$ cat config.mk
export PLATFORM = sky130hd
export DESIGN_NAME = frame_stream_ctrl
export DESIGN_NICKNAME = d
export VERILOG_FILES = /design/src/rtl/frame_stream_ctrl.sv
export SDC_FILE = /design/constraint.sdc
export NUM_CORES = 1
export LEC_CHECK = 0
export ABC_AREA = 1
export CORE_MARGIN = 2
export CORE_UTILIZATION = 45
export CTS_CLUSTER_SIZE = 20
export DETAILED_ROUTE_END_ITERATION = 12
export PLACE_DENSITY = 0.66
export SKIP_CTS_REPAIR_TIMING = 1
export SLEW_MARGIN = 20
export SYNTH_ARGS = -nofsm -noshare
export SYNTH_HDL_FRONTEND = slang
export SYNTH_SLANG_ARGS = --single-unit
$ cat constraint.sdc
create_clock -name clock -period 3.25 [get_ports clock]
set_clock_uncertainty 0.2 [all_clocks]
set_input_delay 0.65 -clock clock [delete_from_list [all_inputs] [get_ports clock]]
set_output_delay 0.65 -clock clock [all_outputs]
set_load 0.01 [all_outputs]
$ cat src/rtl/frame_stream_ctrl.sv
// Drains a read-latency-1 pixel FIFO into a framed, back-pressured stream.
// Col/row/frame counters on both request and return sides; 2-entry skid buffer.
module frame_stream_ctrl #(
  parameter int unsigned DWIDTH = 24,
  parameter int unsigned CW     = 11
) (
  input  logic              clock,
  input  logic              reset,
  input  logic              start,
  input  logic [CW-1:0]     width,
  input  logic [CW-1:0]     height,
  input  logic [CW-1:0]     num_frame,
  output logic              fifo_rdreq,
  input  logic [DWIDTH-1:0] fifo_data,
  input  logic              fifo_empty,
  output logic              out_valid,
  input  logic              out_ready,
  output logic [DWIDTH-1:0] out_data,
  output logic              out_sof,
  output logic              out_eol,
  output logic              out_eof,
  output logic [CW-1:0]     frame_idx,
  output logic              busy,
  output logic              done,
  output logic              cfg_err
);

  typedef enum logic [1:0] {S_IDLE, S_RUN, S_DRAIN, S_DONE} state_t;

  typedef struct packed {
    logic [CW-1:0]     frm;
    logic              sof;
    logic              eol;
    logic              eof;
    logic [DWIDTH-1:0] data;
  } beat_t;

  state_t        state;
  logic [CW-1:0] w_m1, h_m1, n_m1;
  logic [CW-1:0] rq_col, rq_row, rq_frm;
  logic [CW-1:0] rt_col, rt_row, rt_frm;
  logic          inflight;
  logic [1:0]    occ;
  beat_t         head, tail;
  logic          busy_r, done_r, cfg_err_r;

  logic          fire;
  logic          rd_ok;
  logic          rq_last;
  beat_t         wr_beat;

  always_comb begin
    fire    = (occ != 2'd0) && out_ready;
    // Room check counts the beat leaving this cycle so a full buffer still streams.
    rd_ok   = (state == S_RUN) && !fifo_empty &&
              (({1'b0, occ} + {2'b00, inflight}) < (3'd2 + {2'b00, fire}));
    rq_last = (rq_col == w_m1) && (rq_row == h_m1) && (rq_frm == n_m1);

    wr_beat      = '0;
    wr_beat.data = fifo_data;
    wr_beat.frm  = rt_frm;
    wr_beat.sof  = (rt_col == '0) && (rt_row == '0);
    wr_beat.eol  = (rt_col == w_m1);
    wr_beat.eof  = (rt_col == w_m1) && (rt_row == h_m1);
  end

  assign fifo_rdreq = rd_ok && !reset;
  assign out_valid  = (occ != 2'd0);
  assign out_data   = head.data;
  assign out_sof    = head.sof;
  assign out_eol    = head.eol;
  assign out_eof    = head.eof;
  assign frame_idx  = head.frm;
  assign busy       = busy_r;
  assign done       = done_r;
  assign cfg_err    = cfg_err_r;

  always_ff @(posedge clock) begin
    if (reset) begin
      state     <= S_IDLE;
      w_m1      <= '0;
      h_m1      <= '0;
      n_m1      <= '0;
      rq_col    <= '0;
      rq_row    <= '0;
      rq_frm    <= '0;
      rt_col    <= '0;
      rt_row    <= '0;
      rt_frm    <= '0;
      inflight  <= 1'b0;
      occ       <= 2'd0;
      head      <= '0;
      tail      <= '0;
      busy_r    <= 1'b0;
      done_r    <= 1'b0;
      cfg_err_r <= 1'b0;
    end else begin
      done_r    <= 1'b0;
      cfg_err_r <= 1'b0;
      inflight  <= fifo_rdreq;

      case (state)
        S_IDLE: begin
          if (start) begin
            if (width == '0 || height == '0 || num_frame == '0) begin
              cfg_err_r <= 1'b1;
              done_r    <= 1'b1;
            end else begin
              w_m1   <= width - 1'b1;
              h_m1   <= height - 1'b1;
              n_m1   <= num_frame - 1'b1;
              rq_col <= '0;
              rq_row <= '0;
              rq_frm <= '0;
              rt_col <= '0;
              rt_row <= '0;
              rt_frm <= '0;
              busy_r <= 1'b1;
              state  <= S_RUN;
            end
          end
        end
        S_RUN: begin
          if (fifo_rdreq) begin
            if (rq_last) begin
              state <= S_DRAIN;
            end else if (rq_col == w_m1) begin
              rq_col <= '0;
              if (rq_row == h_m1) begin
                rq_row <= '0;
                rq_frm <= rq_frm + 1'b1;
              end else begin
                rq_row <= rq_row + 1'b1;
              end
            end else begin
              rq_col <= rq_col + 1'b1;
            end
          end
        end
        S_DRAIN: begin
          // Finish as the last beat fires so done lands in the very next cycle.
          if (!inflight && (occ == 2'd0 || (occ == 2'd1 && fire))) begin
            state  <= S_DONE;
            done_r <= 1'b1;
            busy_r <= 1'b0;
          end
        end
        S_DONE: state <= S_IDLE;
        default: state <= S_IDLE;
      endcase

      if (inflight) begin
        if (rt_col == w_m1) begin
          rt_col <= '0;
          if (rt_row == h_m1) begin
            rt_row <= '0;
            rt_frm <= rt_frm + 1'b1;
          end else begin
            rt_row <= rt_row + 1'b1;
          end
        end else begin
          rt_col <= rt_col + 1'b1;
        end
      end

      if (inflight && !fire) begin
        if (occ == 2'd0) head <= wr_beat;
        else             tail <= wr_beat;
        occ <= occ + 2'd1;
      end else if (!inflight && fire) begin
        head <= tail;
        occ  <= occ - 2'd1;
      end else if (inflight && fire) begin
        if (occ == 2'd2) begin
          head <= tail;
          tail <= wr_beat;
        end else begin
          head <= wr_beat;
        end
      end
    end
  end

endmodule

==> flow_metrics.tcl <==
set metrics [dict create \
    status "finished, final reports clean" \
    yosys.area_share.simple_pct 24.7 \
    preCtsSetupSlack_ps 238 \
    use_met3_pct 4.71 \
    die_area_um2 23100 \
    fin_crit_ps 3000 \
    crit_path_end_kind "output port" \
    peakVddDrop_v 0.000434 \
    cts_buffer_depth 2 \
    wl_per_cell_um 13.8 \
    yosysMostFrequentCell "nand2_1" \
    fill_cells 2104 \
    wl_um 24400 \
    startpoint_type "flop" \
    rsz0062_at_grt "false" \
    postLayoutCoreUtil_pct 54.2 \
    synth_xor_area_share_pct 7.21 \
    maxCapViolCount 0 \
    grt_max_degree 121 \
    grt_pass1_wl_um 40700 \
    p_per_area_nw_per_um2 702 \
    cts_root_buf "clkbuf_16" \
    num_vias 9142 \
    drtAntennaViolNets 0 \
    synth_nets 1486 \
    io_pins 105 \
    path_class "reg2out" \
    synth_compound_area_share_pct 16.2 \
    gp_congestion 0.851 \
    post-route-period-util_pct 92.3 \
    setup_viol 0 \
    netlist_top_cells_area "dfxtp_1 (37%), nand2_1 (8.8%), a21oi_1 (7.8%)" \
    grtUsageMet2_pct 33.1 \
    initial_utilization_pct 45.5 \
    ys.flop_type "dfxtp_1" \
    drc 0 \
    synth_top_family_by_area "simple AND/OR/NAND/NOR gates" \
    muxShareOfSynthArea_pct 2.54 \
    num_antenna_cells 0 \
    power_mw 8.22 \
    async_reset_ff_share_pct 0 \
    synth.avg_cell_area_um2 7.04 \
    synth_edf_count 0 \
    ys_seq_area_share_pct 37.2 \
    hold_viol 0 \
    rows 54 \
    final_max_slew_viol_count 0 \
    post-route-cell-area_um2 11700 \
    first_pass_iters 6 \
    drt_iter0_markers 659 \
    dpl_cell_area_um2 11100 \
    final.setup.tns_ps 0 \
    cp_max_fo 6 \
    synth_cell_types 36 \
    vias_per_cell 5.19 \
    clock_latency_ps 440 \
    relSlewSlack_pct 28.1 \
    cp_data_arrival_time_ps 2150 \
    ys_ff_latch 183 \
    worst_slack_ps 250 \
    yosys.area.top_type "dfxtp_1" \
    yosys_warnings 0 \
    port-buffer-count 104 \
    met1_usage_pct 28.7 \
    core_area_um2 21600 \
    cts.sinks 183 \
    synth_area_um2 9840 \
    synthTopCellsByCount "nand2_1 (232), dfxtp_1 (183), a21oi_1 (153), o21ai_0 (145), nor2_1 (144)" \
    antenna_found_initial 1 \
    syn_inst 1399 \
    grt_use_total_pct 20.9 \
    fmax_mhz 333 \
    dp_hpwl_um 16500 \
    cts_tree "done" \
    h-tree-depth 4 \
    required_ps 2400 \
    synth_top_area_share_pct 37.2 \
    synthAdderAreaFrac_pct 3.18 \
    area_growth_pct 19.0 \
    numCtsBuffers 17 \
    fin_nets 1555 \
    worst_pin_slew_ps 1080 \
    grt_pass1_vias 8456 \
    grt.busiest_layer "met2" \
    leakage_nw 4.62 \
    die_y_um 152 \
    drive_gt1_share_pct 5.67 \
    hold_path.class "reg2reg" \
    grt.overflow.total 0 \
    die_w_um 152 \
    cts.clk_slew.worst_paths_ps 80 \
]
registers in the layout (all words and copies together) (netlist names), 11 cells and up:
name,count
frame_idx,11
rq_frm,11
tail,38
rt_frm,11
out_data,24
w_m1,11
n_m1,11
rt_row,11
rq_col,11
rq_row,11
h_m1,11
rt_col,11
worst paths after layout:
check                  from    endpoint  slack [ps]  cells after the start
hold / removal     tail[24]    tail[24]         260                      2
setup / recovery     occ[0]  fifo_rdreq         250                      8
setup reg to reg  rq_col[7]   rq_col[0]         590                      9
hold reg to reg    tail[24]    tail[24]         260                      2
per-stage QoR:
step	hold WS [ps]	cells
floorplan	228	1399
global placement	243	1729
detailed placement	248	1729
CTS	259	1761
global route	299	1761
finish	256	1761
per-layer routing:
metal  routed length, um  up-vias
li1                    -     4733
met1               11800     4169
met2               10900      215
met3                1300       23
met4                 342        2
met5                  13        -
critical path: stages (launching register included):
cell and delay, ps:
dfxtp_1 360, inv_1 110, ha_1 240, inv_2 70, nand2_1 90, o21ai_0 150, nand2_1 90, inv_1 50
clkdlybuf4s50_1 550
report_power, final:
| group | switching [mW] | total (mW) | internal [mW] | leakage [nW] |
|---|---|---|---|---|
| Clock | 1.04 | 2.16 | 1.12 | 0.302 |
| Combinational | 1.82 | 3.12 | 1.30 | 2.83 |
| Sequential | 0.294 | 2.94 | 2.65 | 1.49 |
| Total | 3.15 | 8.22 | 5.06 | 4.62 |
cell usage in the layout (no fill, tap or decap), types with 35 or more instances in the layout:
cell type and instances:
nand3_1 87, xor2_1 44, nor3_1 35, xnor2_1 37
o21ai_0 145, dfxtp_1 183, nor2_1 144, a21oi_1 153
nand2_1 232, inv_1 134, clkdlybuf4s50_1 103
logic make-up after synthesis:
logic type	Yosys count
fa+ha+maj	25
compound gates	311
xor+xnor	81
mux	25
flops	183
simple gates	556
buf+inv	218
cell type report:
cell class	count	area, um^2	area share [%]
Multi-Input combinational cell	998	5310	45.3
Clock inverter	15	193	1.65
Inverter	145	544	4.65
Sequential cell	183	3660	31.3
Clock buffer	17	425	3.63
Tap cell	280	350	2.99
Timing Repair Buffer	123	1230	10.5
Note: power is estimated with default switching activity, not from simulation.
